## src/rtl/unified_mem_arbiter.sv

```systemverilog
// Arbiter sharing one single-ported, variable-latency memory between instruction
// fetch and data access: data priority, bounded fetch starvation, ack watchdog.
module unified_mem_arbiter #(
    parameter int ADDR_W      = 32,
    parameter int DATA_W      = 32,
    parameter int MAX_IF_WAIT = 4,
    parameter int TIMEOUT     = 255
) (
    input  logic              clk,
    input  logic              reset,
    input  logic              if_req,
    input  logic [ADDR_W-1:0] if_addr,
    output logic              if_valid,
    output logic [DATA_W-1:0] if_rdata,
    output logic              if_stall,
    input  logic              d_req,
    input  logic              d_we,
    input  logic [ADDR_W-1:0] d_addr,
    input  logic [DATA_W-1:0] d_wdata,
    output logic              d_valid,
    output logic [DATA_W-1:0] d_rdata,
    output logic              d_stall,
    output logic              err,
    output logic              mem_req,
    output logic              mem_we,
    output logic [ADDR_W-1:0] mem_addr,
    output logic [DATA_W-1:0] mem_wdata,
    input  logic [DATA_W-1:0] mem_rdata,
    input  logic              mem_ack,
    output logic [1:0]        o_dbg_state,
    output logic [15:0]       o_dbg_loss_cnt,
    output logic [15:0]       o_dbg_tmo_cnt
);

    // Handshake: x_req is a level held (with stable address/we/wdata) until the
    // one-cycle x_valid; mem_req is held until mem_ack or the watchdog fires.
    typedef enum logic [1:0] {IDLE, BUSY_I, BUSY_D, DONE} state_t;

    localparam logic [15:0] MAX_L = 16'(MAX_IF_WAIT);
    localparam logic [15:0] TMO_L = 16'(TIMEOUT);

    state_t              r_state;
    state_t              w_state_next;
    logic                w_grant_i;
    logic                w_grant_d;
    logic                w_ack;
    logic                w_timeout;
    logic [15:0]         w_tmo_inc;
    logic [DATA_W-1:0]   w_fin_data;

    logic [15:0]         r_loss_cnt;
    logic [15:0]         r_tmo_cnt;
    logic                r_if_valid;
    logic                r_d_valid;
    logic                r_err;
    logic [DATA_W-1:0]   r_if_rdata;
    logic [DATA_W-1:0]   r_d_rdata;
    logic                r_mem_req;
    logic                r_mem_we;
    logic [ADDR_W-1:0]   r_mem_addr;
    logic [DATA_W-1:0]   r_mem_wdata;

    always_ff @(posedge clk) begin
        if (reset) r_state <= IDLE;
        else       r_state <= w_state_next;
    end

    always_comb begin
        w_state_next = r_state;
        w_grant_i    = 1'b0;
        w_grant_d    = 1'b0;
        w_ack        = 1'b0;
        w_timeout    = 1'b0;
        w_tmo_inc    = r_tmo_cnt + 16'd1;
        case (r_state)
            IDLE: begin
                // Fetch only overrides data once it has lost MAX_IF_WAIT times in a row.
                if (d_req && (!if_req || (r_loss_cnt < MAX_L))) begin
                    w_grant_d    = 1'b1;
                    w_state_next = BUSY_D;
                end else if (if_req) begin
                    w_grant_i    = 1'b1;
                    w_state_next = BUSY_I;
                end
            end
            BUSY_I, BUSY_D: begin
                if (mem_ack) begin
                    w_ack        = 1'b1;
                    w_state_next = DONE;
                end else if (w_tmo_inc == TMO_L) begin
                    w_timeout    = 1'b1;
                    w_state_next = DONE;
                end
            end
            DONE:    w_state_next = IDLE;
            default: w_state_next = IDLE;
        endcase
    end

    assign w_fin_data = (w_timeout || r_mem_we) ? '0 : mem_rdata;

    always_ff @(posedge clk) begin
        if (reset) begin
            r_loss_cnt  <= '0;
            r_tmo_cnt   <= '0;
            r_if_valid  <= 1'b0;
            r_d_valid   <= 1'b0;
            r_err       <= 1'b0;
            r_if_rdata  <= '0;
            r_d_rdata   <= '0;
            r_mem_req   <= 1'b0;
            r_mem_we    <= 1'b0;
            r_mem_addr  <= '0;
            r_mem_wdata <= '0;
        end else begin
            r_if_valid <= 1'b0;
            r_d_valid  <= 1'b0;
            r_err      <= 1'b0;
            if (w_grant_i || w_grant_d) begin
                r_mem_req   <= 1'b1;
                r_mem_we    <= w_grant_d & d_we;
                r_mem_addr  <= w_grant_d ? d_addr : if_addr;
                r_mem_wdata <= w_grant_d ? d_wdata : '0;
                r_tmo_cnt   <= '0;
            end
            if (w_grant_i) begin
                r_loss_cnt <= '0;
            end else if (w_grant_d && if_req && (r_loss_cnt < MAX_L)) begin
                r_loss_cnt <= r_loss_cnt + 16'd1;
            end
            if (w_ack || w_timeout) begin
                r_mem_req <= 1'b0;
                r_tmo_cnt <= '0;
                r_err     <= w_timeout;
                if (r_state == BUSY_I) begin
                    r_if_valid <= 1'b1;
                    r_if_rdata <= w_fin_data;
                end else begin
                    r_d_valid <= 1'b1;
                    r_d_rdata <= w_fin_data;
                end
            end else if (r_state == BUSY_I || r_state == BUSY_D) begin
                r_tmo_cnt <= w_tmo_inc;
            end
        end
    end

    assign if_valid       = r_if_valid;
    assign if_rdata       = r_if_rdata;
    assign if_stall       = if_req & ~r_if_valid;
    assign d_valid        = r_d_valid;
    assign d_rdata        = r_d_rdata;
    assign d_stall        = d_req & ~r_d_valid;
    assign err            = r_err;
    assign mem_req        = r_mem_req;
    assign mem_we         = r_mem_we;
    assign mem_addr       = r_mem_addr;
    assign mem_wdata      = r_mem_wdata;
    assign o_dbg_state    = r_state;
    assign o_dbg_loss_cnt = r_loss_cnt;
    assign o_dbg_tmo_cnt  = r_tmo_cnt;

endmodule

```

## config.mk

```make
export PLATFORM = sky130hd
export DESIGN_NAME = unified_mem_arbiter
export DESIGN_NICKNAME = d
export VERILOG_FILES = /design/src/rtl/unified_mem_arbiter.sv
export SDC_FILE = /design/constraint.sdc
export NUM_CORES = 1
export LEC_CHECK = 0
export ABC_AREA = 1
export ABC_CLOCK_PERIOD_IN_PS = 6600
export CAP_MARGIN = 5
export CELL_PAD_IN_SITES_DETAIL_PLACEMENT = 1
export CELL_PAD_IN_SITES_GLOBAL_PLACEMENT = 1
export CORE_MARGIN = 4
export CORE_UTILIZATION = 32
export CTS_BUF_LIST = sky130_fd_sc_hd__clkbuf_4 sky130_fd_sc_hd__clkbuf_8
export CTS_CLUSTER_SIZE = 30
export DETAILED_ROUTE_END_ITERATION = 8
export PLACE_DENSITY_LB_ADDON = 0.2
export SLEW_MARGIN = 20
export SYNTH_ARGS = -nofsm -noshare
export SYNTH_HDL_FRONTEND = slang
export SYNTH_SLANG_ARGS = --single-unit
```

## constraint.sdc

```tcl
create_clock -name clk -period 6.6 [get_ports clk]
set_input_delay 0.66 -clock clk [delete_from_list [all_inputs] [get_ports clk]]
set_output_delay 0.66 -clock clk [all_outputs]
set_load 0.02 [all_outputs]
```

==> results.json, run 1 <==
{
  "hold_class": "flop to flop",
  "io_buffers": 302,
  "fin_setup_tns_ns": 0,
  "synth_top_area_frac": 0.467,
  "switchingPower_mw": 1.61,
  "crit_arrival_ns": 3.49,
  "ys_ff_latch": 167,
  "min_path_cells": 2,
  "cts_made_buffers": 17,
  "clk_pin_slew_ns": 0.09,
  "htreeDepth": 4,
  "clock_power_share": 0.206,
  "tightest_slew_ns": 1.08,
  "ant_nets": 0,
  "row_count": 54,
  "die_w_um": 158,
  "relSlewSlack": 0.281,
  "synthesis.nets": 1182,
  "start_util": 0.327,
  "drc": 0,
  "io_pins": 303,
  "hold_start": "o_dbg_loss_cnt[11]",
  "cts_sinks": 167,
  "synth.yosys.seq_area_share": 0.467,
  "hpwl_mm": 18.2,
  "p_int_mw": 2.34,
  "antennaDiodeCount": 0,
  "slew_viol_final": 0,
  "rsz0062_at_grt": "false",
  "avgViaCountPerCell": 4.61,
  "post_drt_wl_per_cell_um": 15.5,
  "core_mm2": 0.0219,
  "status": "finished clean",
  "endpoint_kind": "flop",
  "ir_worst_vdd_uv": 181,
  "final_common_cell": "clkdlybuf4s50_1",
  "synth.largest_area_cell": "dfxtp_1",
  "critPathKind": "flop to flop",
  "r2r_setup_slack_ns": 3.46,
  "most-common-layout-cells": "302 x clkdlybuf4s50_1, 260 x nand2_1, 184 x nor2_1",
  "hold_viol_final": 0,
  "cp_data_required_time_ns": 6.95,
  "fmax_ghz": 0.318,
  "synth_cells": 1043,
  "first_pass_iters": 4,
  "syn_area_mm2": 0.00716,
  "crit_chain": "inv_1 -> ha_1 -> inv_1 -> nor2_1 -> nand3_2 -> nand2_2 -> inv_1 -> a21oi_1 -> nor2_1",
  "setup_viol": 0,
  "drt_wl_total_mm": 24.9,
  "postLayoutCoreUtil": 0.492,
  "gp_congestion": 0.805,
  "switching_share": 0.408,
  "syn2layout_area_growth_pct": 50.3,
  "layout.nets": 1454,
  "critPathMaxFanout": 26,
  "ys_warn_count": 0,
  "crit_path_max_incr_delay_ns": 0.80,
  "dieArea_mm2": 0.0248,
  "grt_max_degree": 99,
  "clock_skew_ns": 0.0213,
  "reg2reg_depth": 9,
  "grt_pass1_wl_mm": 38.9,
  "post_cts_resize_count": 0,
  "place_ws_ns": 3.43,
  "grt_antenna_before_repair": 2,
  "synth_area_leaders": "dfxtp_1 47%, nand2_1 14%, nor2_1 9.7%",
  "postCtsHoldBufs": 0,
  "fin_ws_ns": 3.46,
  "synth.distinct_cells": 31,
  "p_leak_nw": 4.47,
  "fin_crit_ns": 3.14,
  "cts_setup_buffers": 0,
  "path_common_cell": "inv_1",
  "die_y_um": 158,
  "drive_gt1_frac": 0.0467,
  "vias": 7410,
  "startpoint_type": "flop",
  "cts_root_buffer": "clkbuf_8",
  "period_share": 0.476,
  "clk_latency_ns": 0.46,
  "cts_tree": "built",
  "drv_cap": 0,
  "grt_use_total": 0.197,
  "max-clock-path-buffers": 2,
  "hold_path_end": "o_dbg_loss_cnt[11]",
  "drtIter0Drc": 295,
  "seqPwrFrac": 0.346,
  "grt_pass1_vias": 7419,
  "grt.overflow.total": 0,
  "worstReg2RegStart": "o_dbg_state[0]",
  "powerDensity_mw_per_mm2": 366,
  "reg2reg_to": "if_rdata[4]",
  "cp_slowest_cell": "ha_1",
  "combPwrFrac": 0.448,
  "avgSynthCellArea_um2": 6.87
}
## cells in the mapped netlist, drive strengths merged
library cell	instances
nand2	267
nor2	192
dfxtp	167
inv	137
a21oi	90
nand3	42
clkbuf	38
o21ai	35
o22ai	32
buf	16
ha	5
nand4	5
a22oi	3
nor4	3
o21bai	3
or2	3
nor3	2
xor2	2
clkinv	1
## critical path: cells and delay by family, from the launching register on
kind | cells | cell delay [ns]
compound gates | 1 | 0.19
fa+ha+maj | 1 | 0.80
simple gates | 4 | 1.01
buf+inv | 3 | 0.67
flops | 1 | 0.36
## through the flow
stage / area, um^2 / total power, mW / cells / hold slack (ns)
floorplan: 7160 / 2.40 / 1043 / 0.518
global placement: 10300 / 3.14 / 1576 / 0.432
detailed placement: 10300 / 3.17 / 1576 / 0.439
CTS: 10800 / 4.01 / 1607 / 0.453
global route: 10800 / 4.22 / 1607 / 0.483
finish: 10800 / 3.94 / 1607 / 0.449
## layout make-up
cell class                      instances  area, um^2
Clock inverter                         13         184
Multi-Input combinational cell        684        3070
Tap cell                              280         350
Sequential cell                       167        3340
Fill cell                            2784       11100
Timing Repair Buffer                  307        3060
Inverter                              138         518
Clock buffer                           18         248
## worst max path at each step
stage | start | endpoint | slack [ns] | cells past startpoint
after floorplan | o_dbg_tmo_cnt[1] | d_rdata[10] | 4.29 | 16
after detailed placement | if_req | o_dbg_tmo_cnt[11] | 3.43 | 7
final | o_dbg_state[0] | if_rdata[4] | 3.46 | 9
after CTS | o_dbg_state[0] | if_rdata[4] | 3.43 | 9
after global placement | o_dbg_tmo_cnt[1] | d_rdata[28] | 3.35 | 12
after global routing | o_dbg_state[0] | if_rdata[14] | 3.15 | 9
## cells by family (layout without fill, tap and decap cells)
group	Yosys count	count (layout)	synth area share
and+or+nand+nor	514	514	0.291
buffers and inverters	192	476	0.108
DFF	167	167	0.467
AOI/OAI and AO/OA	163	163	0.123
adders and majority gates	5	5	0.00873
xor gates and xnor gates	2	2	0.00245
## power by group through the flow
stage               sequential [mW]  combinational [mW]  clock (mW)
floorplan                      1.66               0.739           0
global placement               1.38                1.76           0
detailed placement             1.39                1.78           0
CTS                            1.37                1.80       0.845
global route                   1.39                1.95       0.880
finish                         1.36                1.77       0.814
## sequential cells by signal, summed over array words and instances, names as in the netlist
register / flops
o_dbg_state: 2
if_valid: 1
d_valid: 1
mem_we: 1
if_rdata: 32
mem_req: 1
o_dbg_tmo_cnt: 16
mem_addr: 32
err: 1
d_rdata: 32
o_dbg_loss_cnt: 16
mem_wdata: 32
## metal layers
layer  GRT usage  share of wire  vias up
li1            -              -     3777
met1       0.227           0.41     3387
met2       0.339           0.48      203
met3      0.0692          0.080       39
met4      0.0696          0.026        4
met5           0         0.0011        -
No activity file was read; power rests on OpenSTA's default activity.
==> inputs of run 2 (changes only) <==
--- a/config.mk
+++ b/config.mk
@@ -6,12 +6,12 @@
 export NUM_CORES = 1
 export LEC_CHECK = 0
 export ABC_AREA = 1
-export ABC_CLOCK_PERIOD_IN_PS = 6600
+export ABC_CLOCK_PERIOD_IN_PS = 2900
 export CAP_MARGIN = 5
 export CELL_PAD_IN_SITES_DETAIL_PLACEMENT = 1
 export CELL_PAD_IN_SITES_GLOBAL_PLACEMENT = 1
 export CORE_MARGIN = 4
-export CORE_UTILIZATION = 32
+export CORE_UTILIZATION = 30
 export CTS_BUF_LIST = sky130_fd_sc_hd__clkbuf_4 sky130_fd_sc_hd__clkbuf_8
 export CTS_CLUSTER_SIZE = 30
 export DETAILED_ROUTE_END_ITERATION = 8
==> constraint.sdc (replaced) <==
create_clock -name clk -period 2.9 [get_ports clk]
set_input_delay 0.29 -clock clk [delete_from_list [all_inputs] [get_ports clk]]
set_output_delay 0.29 -clock clk [all_outputs]
set_load 0.02 [all_outputs]
==> run 2 against run 1 <==
Effect of this change:
- setup slack worse by 3.1 ns
- die area is 6.3% higher
- total power is 130% higher
- final area is 1.2% higher
- register-to-register slack worse by 3.1 ns
==> results.json, run 2 (synthesis gave the netlist of run 1 again) <==
{
  "ir_worst_vdd_uv": 407,
  "cts_root_buffer": "clkbuf_8",
  "crit_chain": "ha_1 -> nand2_1 -> nor2_2 -> nand2_1 -> o21bai_1 -> nand2_1 -> nand3_1 -> nor2_2 -> nand2_2 -> nand2_4 -> nand3_4 -> buf_4 -> nand2_1 -> nand2_1 -> nor2_1",
  "grt_pass1_wl_mm": 41.5,
  "finalHoldWorstSlack_ns": 0.228,
  "post_drt_wl_per_cell_um": 15.9,
  "powerDensity_mw_per_mm2": 834,
  "io_pins": 303,
  "drt_wl_total_mm": 26.4,
  "avgViaCountPerCell": 4.53,
  "endpoint_kind": "flop",
  "crit_path_max_incr_delay_ns": 0.45,
  "grt_antenna_before_repair": 0,
  "hold_class": "input port to flop",
  "drtIter0Drc": 332,
  "cts_made_buffers": 17,
  "max-clock-path-buffers": 2,
  "hold_viol_final": 0,
  "drive_gt1_frac": 0.0531,
  "cts_tree": "built",
  "vias": 7502,
  "clk_latency_ns": 0.46,
  "fin_setup_tns_ns": 0,
  "antennaDiodeCount": 0,
  "postCtsHoldBufs": 0,
  "path_buf_inv": 1,
  "io_buffers": 302,
  "first_pass_iters": 4,
  "ant_nets": 0,
  "gp_congestion": 0.779,
  "combPwrFrac": 0.453,
  "grt.overflow.total": 0,
  "grt_pass1_vias": 7733,
  "start_util": 0.305,
  "cp_data_required_time_ns": 3.25,
  "tightest_slew_ns": 0.568,
  "clk_pin_slew_ns": 0.10,
  "clock_skew_ns": 0.0225,
  "die_w_um": 163,
  "switching_share": 0.411,
  "grt_max_degree": 66,
  "path_common_cell": "nand2_1",
  "p_leak_nw": 4.53,
  "r2r_setup_slack_ns": 0.33,
  "cts_sinks": 167,
  "drc": 0,
  "switchingPower_mw": 3.74,
  "layout.nets": 1464,
  "p_int_mw": 5.35,
  "critPathMaxFanout": 42,
  "dieArea_mm2": 0.0264,
  "power_mw": 9.09,
  "status": "finished clean",
  "clock_power_share": 0.204,
  "die_y_um": 163,
  "cp_slowest_cell": "dfxtp_1",
  "most-common-layout-cells": "301 x clkdlybuf4s50_1, 261 x nand2_1, 185 x nor2_1",
  "crit_arrival_ns": 2.92,
  "fmax_ghz": 0.389,
  "hpwl_mm": 19.8,
  "core_mm2": 0.0235,
  "startpoint_type": "flop",
  "period_share": 0.886,
  "setup_viol": 0,
  "fin_crit_ns": 2.57,
  "grt_use_total": 0.197,
  "critPathKind": "flop to flop",
  "drv_cap": 0,
  "final_common_cell": "clkdlybuf4s50_1",
  "rsz0062_at_grt": "false",
  "htreeDepth": 4,
  "syn2layout_area_growth_pct": 52.2,
  "crit_family": "simple AND/OR/NAND/NOR gates",
  "seqPwrFrac": 0.343,
  "row_count": 56,
  "slew_viol_final": 0,
  "relSlewSlack": 0.622
}
-- run 2: changes by cell type in the layout (fill, tap and decap cells not counted), sizes merged --
cell and delta:
clkdlybuf4s50 -1, clkinvlp -1, clkinv +1, buf +11
-- run 2: power groups by stage --
stage	combinational [mW]	sequential [mW]	clock, mW
3_5_place_dp	4.16	3.17	0
3_3_place_gp	4.10	3.15	0
2_1_floorplan	1.68	3.77	0
5_1_grt	4.54	3.20	2.03
6_report	4.12	3.12	1.86
4_1_cts	4.19	3.13	1.92
-- run 2: timing repair --
item,in CTS,in global routing
setup buffers,0,0
resized for setup,0,2
endpoints found under the setup margin,0,36
-- run 2: metrics by stage --
| stage | util | worst slack (ns) | std cells | instance area (um^2) |
|---|---|---|---|---|
| after floorplan | - | 0.593 | 1043 | 7160 |
| after global placement | 0.446 | 0.372 | 1625 | 10500 |
| after detailed placement | 0.446 | 0.259 | 1625 | 10500 |
| after CTS | 0.464 | 0.217 | 1656 | 10900 |
| after global routing | 0.464 | 0.0375 | 1656 | 10900 |
| final | 0.464 | 0.332 | 1656 | 10900 |
-- run 2: path summary, 6_finish.rpt --
path | from | end | depth (start not counted)
setup / recovery | o_dbg_tmo_cnt[1] | if_rdata[14] | 15
hold / removal | reset | if_rdata[22] | 4
setup reg to reg | o_dbg_tmo_cnt[1] | if_rdata[14] | 15
hold reg to reg | o_dbg_loss_cnt[11] | o_dbg_loss_cnt[11] | 2
-- run 2: final cells by class --
class / instances / area, um^2
clock inverter: 13 / 185
sequential: 167 / 3340
fill: 2908 / 12600
clock buffer: 18 / 241
multi-input combinational: 684 / 3050
inverter: 138 / 518
tap: 319 / 399
timing repair buffer: 317 / 3160
-- run 2: worst register-to-register path, stage by stage (launching register included) --
cell,delay [ns]
dfxtp_1,0.45
ha_1,0.22
nand2_1,0.10
nor2_2,0.19
nand2_1,0.13
o21bai_1,0.18
nand2_1,0.09
nand3_1,0.11
nor2_2,0.06
nand2_2,0.12
nand2_4,0.08
nand3_4,0.06
buf_4,0.41
nand2_1,0.12
nand2_1,0.09
nor2_1,0.05
-- run 2: routing by layer --
layer	part of all wire	track usage	wire, um
met3	0.081	0.0709	2120
met4	0.014	0.0416	359
met5	0	0	0
met1	0.41	0.232	10800
met2	0.49	0.347	13000
